--- src/rtl/word_aligner_if.sv ---
// Deserializer-to-decoder receive bus: raw words in, framed symbols and lock status out.
interface word_aligner_if;
    logic [9:0] RxRaw_10;
    logic [9:0] RxParallel_10;
    logic       RxDataK;
    logic       Aligned;
    logic [3:0] CommaOffset;

    modport master (
        output RxRaw_10,
        input  RxParallel_10, RxDataK, Aligned, CommaOffset
    );

    modport slave (
        input  RxRaw_10,
        output RxParallel_10, RxDataK, Aligned, CommaOffset
    );
endinterface

--- src/rtl/word_aligner.sv ---
// K28.5 comma aligner: locks to a repeated comma bit offset and frames 10-bit symbols.
// Optional ALIGNER_BOTH_RD_EN: also recognise the RD+ comma 1100000101.
module word_aligner #(
    parameter int LOCK_COUNT = 3,
    parameter int LOSS_COUNT = 4
) (
    input  logic          BitCLK_10,
    input  logic          Reset,
    word_aligner_if.slave rx
);

    localparam logic [9:0] K28_5_NEG = 10'b0011111010;
    localparam logic [9:0] K28_5_POS = 10'b1100000101;
    localparam logic [3:0] LOCK_CNT  = 4'(LOCK_COUNT);
    localparam logic [3:0] LOSS_CNT  = 4'(LOSS_COUNT);

    typedef enum logic [1:0] {
        UNLOCKED = 2'd0,
        ACQUIRE  = 2'd1,
        LOCKED   = 2'd2
    } state_t;

    function automatic logic is_comma(input logic [9:0] sym);
`ifdef ALIGNER_BOTH_RD_EN
        return (sym == K28_5_NEG) || (sym == K28_5_POS);
`else
        return sym == K28_5_NEG;
`endif
    endfunction

    function automatic logic [3:0] sat_inc(input logic [3:0] v);
        return (v == 4'hF) ? v : v + 4'd1;
    endfunction

    state_t     state, state_nxt;
    logic [3:0] off, off_nxt;
    logic [3:0] cnt, cnt_nxt;
    logic [3:0] err, err_nxt;
    logic [3:0] cnt_inc, err_inc;

    logic [9:0]  hist;
    logic [19:0] win;
    logic [9:0]  cand [10];
    logic [9:0]  hit_vec;
    logic        hit;
    logic [3:0]  k_hit;
    logic [9:0]  sym_nxt;

    assign win = {hist, rx.RxRaw_10};

    // Candidate k starts k bits into the older word.
    for (genvar k = 0; k < 10; k++) begin : g_cand
        assign cand[k]    = win[19-k -: 10];
        assign hit_vec[k] = is_comma(cand[k]);
    end

    assign hit = |hit_vec;

    always_comb begin
        k_hit = 4'd0;
        for (int k = 9; k >= 0; k--) begin
            if (hit_vec[k]) k_hit = 4'(k);
        end
    end

    always_comb begin
        state_nxt = state;
        off_nxt   = off;
        cnt_nxt   = cnt;
        err_nxt   = err;
        cnt_inc   = sat_inc(cnt);
        err_inc   = sat_inc(err);
        case (state)
            UNLOCKED: begin
                if (hit) begin
                    off_nxt   = k_hit;
                    cnt_nxt   = 4'd1;
                    err_nxt   = 4'd0;
                    state_nxt = (LOCK_CNT == 4'd1) ? LOCKED : ACQUIRE;
                end
            end
            ACQUIRE: begin
                if (hit) begin
                    if (k_hit == off) begin
                        cnt_nxt = cnt_inc;
                        if (cnt_inc == LOCK_CNT) begin
                            state_nxt = LOCKED;
                            err_nxt   = 4'd0;
                        end
                    end else begin
                        off_nxt = k_hit;
                        cnt_nxt = 4'd1;
                    end
                end
            end
            LOCKED: begin
                // Offset is frozen while locked; only the loss counter moves.
                if (hit) begin
                    if (k_hit == off) begin
                        err_nxt = 4'd0;
                    end else if (err_inc == LOSS_CNT) begin
                        state_nxt = UNLOCKED;
                        cnt_nxt   = 4'd0;
                        err_nxt   = 4'd0;
                    end else begin
                        err_nxt = err_inc;
                    end
                end
            end
            default: state_nxt = UNLOCKED;
        endcase
    end

    // Frame with the next offset so a freshly found comma is the first symbol out.
    always_comb begin
        sym_nxt = '0;
        for (int k = 0; k < 10; k++) begin
            if (off_nxt == 4'(k)) sym_nxt = cand[k];
        end
    end

    always_ff @(posedge BitCLK_10) begin
        if (!Reset) begin
            hist             <= '0;
            state            <= UNLOCKED;
            off              <= '0;
            cnt              <= '0;
            err              <= '0;
            rx.RxParallel_10 <= '0;
            rx.RxDataK       <= 1'b0;
        end else begin
            hist             <= rx.RxRaw_10;
            state            <= state_nxt;
            off              <= off_nxt;
            cnt              <= cnt_nxt;
            err              <= err_nxt;
            rx.RxParallel_10 <= sym_nxt;
            rx.RxDataK       <= is_comma(sym_nxt);
        end
    end

    assign rx.Aligned     = (state == LOCKED);
    assign rx.CommaOffset = off;

endmodule
--- src/flat_wrapper.sv ---
// flat-port wrapper written by rule: the top's interface ports become plain ports
module word_aligner_flat 
#(
    parameter int LOCK_COUNT = 3,
    parameter int LOSS_COUNT = 4
)
  (BitCLK_10, Reset, rx_RxRaw_10, rx_RxParallel_10, rx_RxDataK, rx_Aligned, rx_CommaOffset);
  word_aligner_if rx_i ();
  input  logic BitCLK_10;
  input  logic Reset;
  input wire logic [$bits(rx_i.RxRaw_10)-1:0] rx_RxRaw_10;
  output wire logic [$bits(rx_i.RxParallel_10)-1:0] rx_RxParallel_10;
  output wire logic [$bits(rx_i.RxDataK)-1:0] rx_RxDataK;
  output wire logic [$bits(rx_i.Aligned)-1:0] rx_Aligned;
  output wire logic [$bits(rx_i.CommaOffset)-1:0] rx_CommaOffset;
  assign rx_i.RxRaw_10 = rx_RxRaw_10;
  assign rx_RxParallel_10 = rx_i.RxParallel_10;
  assign rx_RxDataK = rx_i.RxDataK;
  assign rx_Aligned = rx_i.Aligned;
  assign rx_CommaOffset = rx_i.CommaOffset;
  word_aligner #(.LOCK_COUNT(LOCK_COUNT), .LOSS_COUNT(LOSS_COUNT)) u_core (.BitCLK_10(BitCLK_10), .Reset(Reset), .rx(rx_i));
endmodule
--- config.mk ---
export PLATFORM = sky130hd
export DESIGN_NAME = word_aligner_flat
export DESIGN_NICKNAME = d
export VERILOG_FILES = /design/src/rtl/word_aligner_if.sv /design/src/rtl/word_aligner.sv /design/src/flat_wrapper.sv
export SDC_FILE = /design/constraint.sdc
export NUM_CORES = 1
export LEC_CHECK = 0
export ABC_AREA = 1
export CORE_ASPECT_RATIO = 1.2
export CORE_MARGIN = 1.5
export CORE_UTILIZATION = 60
export CTS_BUF_LIST = sky130_fd_sc_hd__clkbuf_8 sky130_fd_sc_hd__clkbuf_16
export DETAILED_ROUTE_END_ITERATION = 8
export GPL_TIMING_DRIVEN = 0
export PLACE_DENSITY_LB_ADDON = 0.25
export RECOVER_POWER = 50
export SETUP_SLACK_MARGIN = 0.1
export SLEW_MARGIN = 15
export SYNTH_ARGS = -nofsm -noshare
export SYNTH_HDL_FRONTEND = slang
export SYNTH_SLANG_ARGS = --single-unit
--- constraint.sdc ---
create_clock -name BitCLK_10 -period 6.3 [get_ports BitCLK_10]
set_input_delay 0.945 -clock BitCLK_10 [delete_from_list [all_inputs] [get_ports BitCLK_10]]
set_output_delay 0.945 -clock BitCLK_10 [all_outputs]
set_load 0.01 [all_outputs]
After elaboration in Yosys (flattened, before gate mapping)
Cells that the tools add are included.
{ "word_totals": {"wordCells": 99, "regBits": 35, "n_memories": 0, "ramBits": 0, "latchBits": 0, "output_inout_bits": 16, "rom_bits": 0, "inputBits": 12} }
{ "classes": {"reduce_logical": 7, "div": 0, "add_sub_neg": 2, "shift": 0, "bitwise_logic": 0, "n_mux": 49, "mul": 0, "n_eq_ne": 34, "magnitude_cmp": 0} }
{ "ops": {"columns": ["cell", "count"], "rows": [
  ["$mux W4", 28],
  ["$eq A10 B8 Y1 const B", 11],
  ["$mux W10", 10],
  ["$pmux W4 S3", 2],
  ["$eq A4 B3 Y1 const B", 5],
  ["$eq A4 B4 Y1 const B", 4],
  ["$mux W2", 7],
  ["$eq A4 B2 Y1 const B", 3],
  ["$ne A2 B1 Y1 const B", 6],
  ["$reduce_and A6 Y1", 2],
  ["$reduce_or A10 Y1", 1],
  ["$add A4 B1 Y4 const B", 2],
  ["$pmux W4 S2", 1],
  ["$reduce_and A7 Y1", 1],
  ["$pmux W2 S3", 1],
  ["$eq A4 B1 Y1 const B", 1],
  ["$eq A4 B4 Y1", 1],
  ["$logic_not A4 Y1", 1],
  ["$reduce_bool A3 Y1", 1],
  ["$eq A2 B1 Y1 const B", 1],
  ["$eq A2 B2 Y1 const B", 1],
  ["$logic_not A2 Y1", 1],
  ["$ne A2 B2 Y1 const B", 1]
]} }

Depth between registers and ports, before layout
Gate-level depths: netlist (run 1).
{ "logic_depth": {"depth_word": 27, "mapped_depth": 23, "depth_no_buf": 22} }

Worst setup path before layout (run 1)
No wires, ideal clock.
{ "synth_path": {"path_kind": "input -> register", "from": "input port rx_RxRaw_10[5]", "to": "register u_core.rx.RxDataK", "required_time_ps": 6227, "path_stages": 21, "t_arrival_ps": 2833, "setup_time_ps": 73, "path_slack_ps": 3394, "path_buffers": 2, "cell_sequence": "buf_4 -> inv_1 -> nand2_1 -> nor2_1 -> nand3_2 -> nand2_2 -> nor2_4 -> nand2_1 -> nor2_1 -> nor2_1 -> nand2_2 -> nor2_4 -> buf_6 -> nand3_1 -> nand3_1 -> nor2_1 -> nand4_1 -> nand2_1 -> a21oi_2 -> nand3_1 -> nor3_2"} }
{ "synth_via": {"elab_chain_len": 27, "word_cells_on_any_way": 42, "classes_between": "eq/ne: 16; mux: 24; reduce/logical: 2"} }
{ "synth_rtl": {"columns": ["item", "line_no", "source"], "rows": [
  ["start: declaration", "flat_wrapper.sv:11", "input wire logic [$bits(rx_i.RxRaw_10)-1:0] rx_RxRaw_10;"],
  ["$eq A10 B8 Y1", "word_aligner.sv:27", "return sym == K28_5_NEG;"],
  ["$mux W4 (10 in a row)", "word_aligner.sv:62", "if (hit_vec[k]) k_hit = 4'(k);"],
  ["$eq A4 B4 Y1", "word_aligner.sv:84", "if (k_hit == off) begin"],
  ["$mux W4", "word_aligner.sv:84", null],
  ["$mux W4", "word_aligner.sv:83", "if (hit) begin"],
  ["$pmux W4 S2", "word_aligner.sv:73", "case (state)"],
  ["$logic_not A4 Y1", "word_aligner.sv:118", "if (off_nxt == 4'(k)) sym_nxt = cand[k];"],
  ["$mux W10 (9 in a row)", "word_aligner.sv:118", null],
  ["$mux W10 (*)", "word_aligner.sv:118", null],
  ["$eq A10 B8 Y1 (*)", "word_aligner.sv:27", null],
  ["end signal: assignment", "word_aligner.sv:138", "rx.RxDataK <= is_comma(sym_nxt);"],
  ["end: declaration", "word_aligner_if.sv:16", "output RxParallel_10, RxDataK, Aligned, CommaOffset"]
]} }
Mark *: on every way between the ends. The rest lies on a longest branch, timed or not.
A chain may end at the register's enable or synchronous reset.

Worst setup path after layout (run 1)
{ "layout_path": {"from": "input port rx_RxRaw_10[7]", "to": "register u_core.rx.RxDataK"} }
Same word-level chain as after synthesis.

==> run metrics, run 1 <==
1st-iter DRT viols 297; asr flop ratio synth 0; worst skew pair latency 0.29 ns; worst r2r src u_core.hist[1]; Critical Path Start rx_RxRaw_10[7]; Overall Power 695.5 uW; # placed instances 609; routed wire length 8955 um; antenna fix cells 0; Max clock buf depth 2; fin crit share 0.5913; Main synth FF type dfxtp_1; vias per std cell 5.671; Final setup viols 0; Clock transition at path regs 0.08 ns; vias 3,499; synth warn 0; Comb power frac 0.321; clock sink count 35; Die Ht 81.22 um; layout cells sized above 1 0.1131; IR drop worst, VDD 0.1401 mV; Crit Path Class input port to register; I/O Buffers 25; WP buf/inv 3; initial antenna violation count 0; vias in the first global route 3,167; hold_buf cts 0; Gate Count Post-Synth 524; Worst setup EP type register; Initial Util 0.6237; Critical Path Max Stage Delay 0.66 ns; Critical-path top delay cell clkdlybuf4s50_1; M1 wire length 3419 um; TritonCTS clock tree done; row cnt 28; largest net degree at the start of global routing 13; fin. max-slew vios 0; syn avg cell area 5.838 um2; GRT overflow 0; Worst-Margin Slew 0.5827 ns; CP arrival 3.95 ns; Netlist Area Pre-Place 3059 um2; register area share after synthesis 0.2290; Post-synth EDFFs 0; final hold slack 0.4933 ns; total core area 4905 um2; syn nets 542; Synth Register Bits 35; Nets 574; Switching Fraction 0.3673; Top Ports 28; clock network fraction of total power 0.302; first-pass GRT wire length 14,030 um; met2 WL 4409 um; status finished clean; max frequency 268.4 MHz; Total GRT Usage 0.3393; Cell Chain, Critical Path clkdlybuf4s50_1 > inv_2 > nand2_2 > nor2_1 > nand3_2 > nand2_2 > nor2_4 > nand3_4 > nand2_4 > nand2_1 > nand2_1 > nor2_2 > buf_4 > nand2_1 > o21ai_0 > nor2_1 > nand4_1 > nor2_1 > nand4_1 > nor2_1 > nand2_1 > nor3_2; Fillers 463; unrepaired setup endpoints after global routing false; Worst path top cell family by delay simple AND/OR/NAND/NOR gates; Max Used Layer met4; Slew Limit Headroom 0.6115; Min Clock Period, post-route 3.725 ns; DRC viols 0; CP Max Fanout 10; Worst Path Required 6.53 ns; Int Pwr 440.0 uW; Final HPWL DP 6789 um; Cell Pwr Density 198.9 nW/um2; final worst slack 2.575 ns; start point of the worst hold path u_core.cnt[2]; final non-filler cell total 617; Unique masters post-synth 38; root buffer cell clkbuf_8; area grow syn2layout 14.31%; worst min-delay path category register to register; setup bufs post-CTS 0; setup TNS 0 ns; ANT nets after route 0; Num CTS Buffers 5; utilization after layout 0.7130; routed wl met3 781 um; full die area 5538 um2; Flop pwr share 0.377; commonest non-fill, non-tap cell in the layout nand2_1; Leak Pwr 1.680 nW; max_cap viols 0; routability cong. 0.9535; design area 3497 um2; routed len/inst 14.51 um; Max Clock Skew 0.008693 ns; Hold Fails Final Rpt 0; # resized after CTS 0; commonest cells after routing, fill and taps aside nand2_1, nor2_1, inv_1; startpoint types input port; sw power 255.5 uW; drt pass-1 iters 5; H-tree depth 2; die width 68.19 um; pre-CTS WS 2.368 ns; placed inst area 3385 um2
[per-layer routing]
metal	global-route usage	vias to the layer above
met5	0	-
met2	0.5932	185
met4	0.1960	0
met1	0.3755	1549
li1	-	1728
met3	0.06233	37
[cells in the mapped netlist, types with 9 or more instances]
master	count	area, um2
nand3_1	45	225.2
nand4_1	20	125.1
nand2_2	9	56.30
dfxtp_1	35	700.7
nor2_1	79	296.5
nor3_1	14	70.07
nand2_1	125	469.2
a21oi_1	23	115.1
o21ai_0	27	135.1
inv_1	74	277.8
[path summary, 6_finish.rpt]
path | cells after the start | to | slack, ns
worst min register to register | 2 | u_core.cnt[2] | 0.49
worst min-delay path | 2 | u_core.cnt[2] | 0.49
worst max-delay path | 22 | u_core.rx.RxDataK | 2.57
worst max register to register | 20 | u_core.rx.RxDataK | 3.39
[logic make-up after synthesis]
logic type,after synthesis,share of synthesized area
xor+xnor,5,0.01431
compound gates,57,0.09857
flops,35,0.2290
fa+ha+maj,6,0.02454
simple gates,320,0.4883
buf+inv,101,0.1452
[layout make-up]
class                           count  area (um2)  share of cell area
Buffer                             19       135.1             0.03864
Clock buffer                        5       68.82             0.01968
Clock inverter                      3       43.79             0.01252
Inverter                           82       309.0             0.08837
Multi-Input combinational cell    388        1914              0.5474
Sequential cell                    35       700.7              0.2004
Tap cell                           60       75.07             0.02147
Timing Repair Buffer               25       250.2             0.07156
[tightest hold or removal path, stage by stage, from the launching register on]
cell and delay [ns]:
dfxtp_1 0.32, inv_1 0.07, a21oi_1 0.06
[flip-flops by register name (all words and copies together) (netlist names)]
register,count
u_core.cnt,4
u_core.rx.CommaOffset,4
u_core.err,4
u_core.state,2
u_core.hist,10
u_core.rx.RxDataK,1
u_core.rx.RxParallel_10,10
[power groups by stage]
stage                     registers [mW]  logic [mW]  clock network [mW]
after floorplan                    0.265       0.153                   0
after global placement             0.265       0.210                   0
after detailed placement           0.267       0.220                   0
after CTS                          0.262       0.221               0.214
after global routing               0.265       0.250               0.217
final                              0.262       0.224               0.210
No activity file was read; power rests on OpenSTA's default activity.
==> run 2, diff against run 1 <==
--- a/config.mk
+++ b/config.mk
@@ -8,7 +8,7 @@
 export ABC_AREA = 1
 export CORE_ASPECT_RATIO = 1.2
 export CORE_MARGIN = 1.5
-export CORE_UTILIZATION = 60
+export CORE_UTILIZATION = 53
 export CTS_BUF_LIST = sky130_fd_sc_hd__clkbuf_8 sky130_fd_sc_hd__clkbuf_16
 export DETAILED_ROUTE_END_ITERATION = 8
 export GPL_TIMING_DRIVEN = 0
==> constraint.sdc (replaced) <==
create_clock -name BitCLK_10 -period 3.1 [get_ports BitCLK_10]
set_input_delay 0.465 -clock BitCLK_10 [delete_from_list [all_inputs] [get_ports BitCLK_10]]
set_output_delay 0.465 -clock BitCLK_10 [all_outputs]
set_load 0.01 [all_outputs]
==> run 2 against run 1 <==
Net effect: flip-flop and latch count unchanged; critical path type unchanged; clock power up 61%; combinational power increased by 99%; total power is 89% higher; die area is 13% higher; non-clock buffer count grew 5; register-to-register slack lost 3.1 ns.
==> run metrics, run 2 (synthesized netlist as in run 1, its figures left out) <==
CP Max Fanout 10 (unchanged); Worst setup EP type register; WP buf/inv 3 (unchanged); vias in the first global route 3,109 (-1.8%); ANT nets after route 0 (unchanged); fin crit share 0.9288; antenna fix cells 0 (unchanged); Fillers 562 (+21%); setup TNS 0 ns (unchanged); final worst slack 0.2208 ns (-2.354 ns); FF/Latch Area 701.9 um2 (+0.18%); total core area 5630 um2 (+15%); Critical Path Start rx_RxRaw_10[3]; Crit Path Class input port to register; M2 GR Usage 0.5042 (-0.08900); Slew Limit Headroom 0.6419 (+0.03034); largest net degree at the start of global routing 12 (-1); Clock transition at path regs 0.08 ns (about the same); Cell Chain, Critical Path dlygate4sd2_1 > inv_1 > nor3_2 > nand2_1 > nor2_1 > nor2_4 > nand3_4 > nand4_1 > nand2_2 > nor2_4 > clkbuf_4 > nand3_1 > o21ai_0 > nor2_1 > nand4_1 > nand2_1 > nand4_1 > nor2_1 > nand2_1 > nor3_2; CP arrival 3.10 ns (-0.85 ns); initial antenna violation count 0 (unchanged); Max clock buf depth 2 (unchanged); Worst-Margin Slew 0.5372 ns (-0.04551 ns); unrepaired setup endpoints after global routing false; Final HPWL DP 6704 um (-1.3%); Total GRT Usage 0.2877 (-0.05154); Die Ht 86.23 um (+6.2%); Top Ports 28 (unchanged); Max Clock Skew 0.004895 ns (-0.003798 ns); I/O Buffers 25 (unchanged); met1 GRT Util 0.3376 (-0.03791); row cnt 30 (+7.1%); utilization after layout 0.6289 (-0.08412); Overall Power 1.316 mW (+89%); start point of the worst hold path rx_RxRaw_10[5]; clock sink count 35 (unchanged); vias 3,476 (-0.66%); area of the multi-input gates 1942 um2 (+1.4%); GRT Max-Usage Layer met2; worst min-delay path category input port to register; routed wire length 8840 um (-1.3%); Num CTS Buffers 5 (unchanged); status finished clean; Critical-path top delay cell dlygate4sd2_1; routability cong. 0.9191 (-3.6%); max_cap viols 0 (unchanged); GRT overflow 0 (unchanged); fin. max-slew vios 0 (unchanged); startpoint types input port; Nets 579 (+0.87%); layout cells sized above 1 0.1370 (+0.02390); routed len/inst 14.12 um (-2.7%); Final setup viols 0 (unchanged); die width 72.36 um (+6.1%); H-tree depth 2 (unchanged); Min Clock Period, post-route 2.879 ns; met3 Use GR 0.03837 (-0.02395); vias per std cell 5.553 (-2.1%); Leak Pwr 1.716 nW (+2.1%); Hold Fails Final Rpt 0 (unchanged); TritonCTS clock tree done; commonest non-fill, non-tap cell in the layout nand2_1; IR drop worst, VDD 0.1740 mV (+24%); root buffer cell clkbuf_8; Cell Pwr Density 371.6 nW/um2 (+87%); pre-CTS WS -0.4410 ns (-2.809 ns); full die area 6239 um2 (+13%); worst skew pair latency 0.29 ns (about the same); 1st-iter DRT viols 213 (-28%); first-pass GRT wire length 14,120 um (+0.64%); design area 3541 um2 (+1.3%); max frequency 347.3 MHz; placed inst area 3390 um2 (+0.15%); hold_buf cts 0 (unchanged); Worst path top cell family by delay simple AND/OR/NAND/NOR gates; worst r2r src u_core.hist[2]; biggest regs u_core.hist: 10 flops, u_core.rx.RxParallel_10: 10 flops; Worst Path Required 3.32 ns (-3.21 ns); drt pass-1 iters 5 (unchanged); Critical Path Max Stage Delay 0.33 ns (-0.33 ns); Initial Util 0.5433 (-0.08039); DRC viols 0 (unchanged); commonest cells after routing, fill and taps aside nand2_1, nor2_1, inv_1; area grow syn2layout 15.75%
[run 2: final cells by class]
cell class / instances / share of cell area
inverters: 82 / 0.08763
repair buffers: 30 / 0.07845
multi-input cells: 388 / 0.5484
clock inverters: 3 / 0.004594
clock buffers: 5 / 0.01943
plain buffers: 19 / 0.04064
flip-flops and latches: 35 / 0.1982
well taps: 64 / 0.02261
[run 2: timing repair]
item / 4_1_cts / 5_1_grt
buffers inserted: 1 / 4
pin swaps: 2 / 4
setup endpoints to repair: 5 / 7
resized for setup: 9 / 18
endpoints found under the hold margin: 0 / 0
[run 2: layer usage]
metal	wire [um]	share of wire	vias to the layer above
met1	3497	0.40	1565
li1	-	-	1737
met2	4421	0.50	143
met4	354	0.040	0
met5	0	0	-
met3	567	0.064	31
[run 2: path summary, 6_finish.rpt]
| path | end | slack (ns) | depth (start not counted) |
|---|---|---|---|
| max | u_core.rx.RxDataK | 0.22 | 20 |
| min | u_core.hist[5] | 0.47 | 3 |
| max reg2reg | u_core.rx.RxDataK | 0.26 | 20 |
| min reg2reg | u_core.cnt[3] | 0.49 | 2 |
[run 2: power by group]
group | internal [mW] | switching [mW]
clock network | 0.154 | 0.184
logic | 0.157 | 0.289
registers | 0.500 | 0.0323
[run 2: metrics by stage]
step                hold WS [ns]  cells
floorplan                 0.4535    524
global placement          0.4733    613
detailed placement        0.4762    613
CTS                       0.4558    622
global route              0.4837    626
finish                    0.4658    626
[run 2: worst reg2reg max path, cell delays in order (launching register included)]
cell	delay (ns)
dfxtp_1	0.41
buf_4	0.21
nor2_1	0.08
nand4_1	0.11
nand2_1	0.10
nor2_4	0.15
nand3_4	0.14
nand2_4	0.11
nand2_1	0.07
nand2_2	0.13
nor2_4	0.06
clkbuf_4	0.18
nand3_1	0.07
o21ai_0	0.08
nor2_1	0.16
nand4_1	0.13
nand2_1	0.08
nand4_1	0.15
nor2_1	0.15
nand2_1	0.08
nor3_2	0.13
==> run 3, diff against run 2 <==
--- a/config.mk
+++ b/config.mk
@@ -12,6 +12,7 @@
 export CTS_BUF_LIST = sky130_fd_sc_hd__clkbuf_8 sky130_fd_sc_hd__clkbuf_16
 export DETAILED_ROUTE_END_ITERATION = 8
 export GPL_TIMING_DRIVEN = 0
+export HOLD_SLACK_MARGIN = 0.15
 export PLACE_DENSITY_LB_ADDON = 0.25
 export RECOVER_POWER = 50
 export SETUP_SLACK_MARGIN = 0.1
==> results of run 3 <==
Final layout, timing and power as in run 2 (identical DEF).
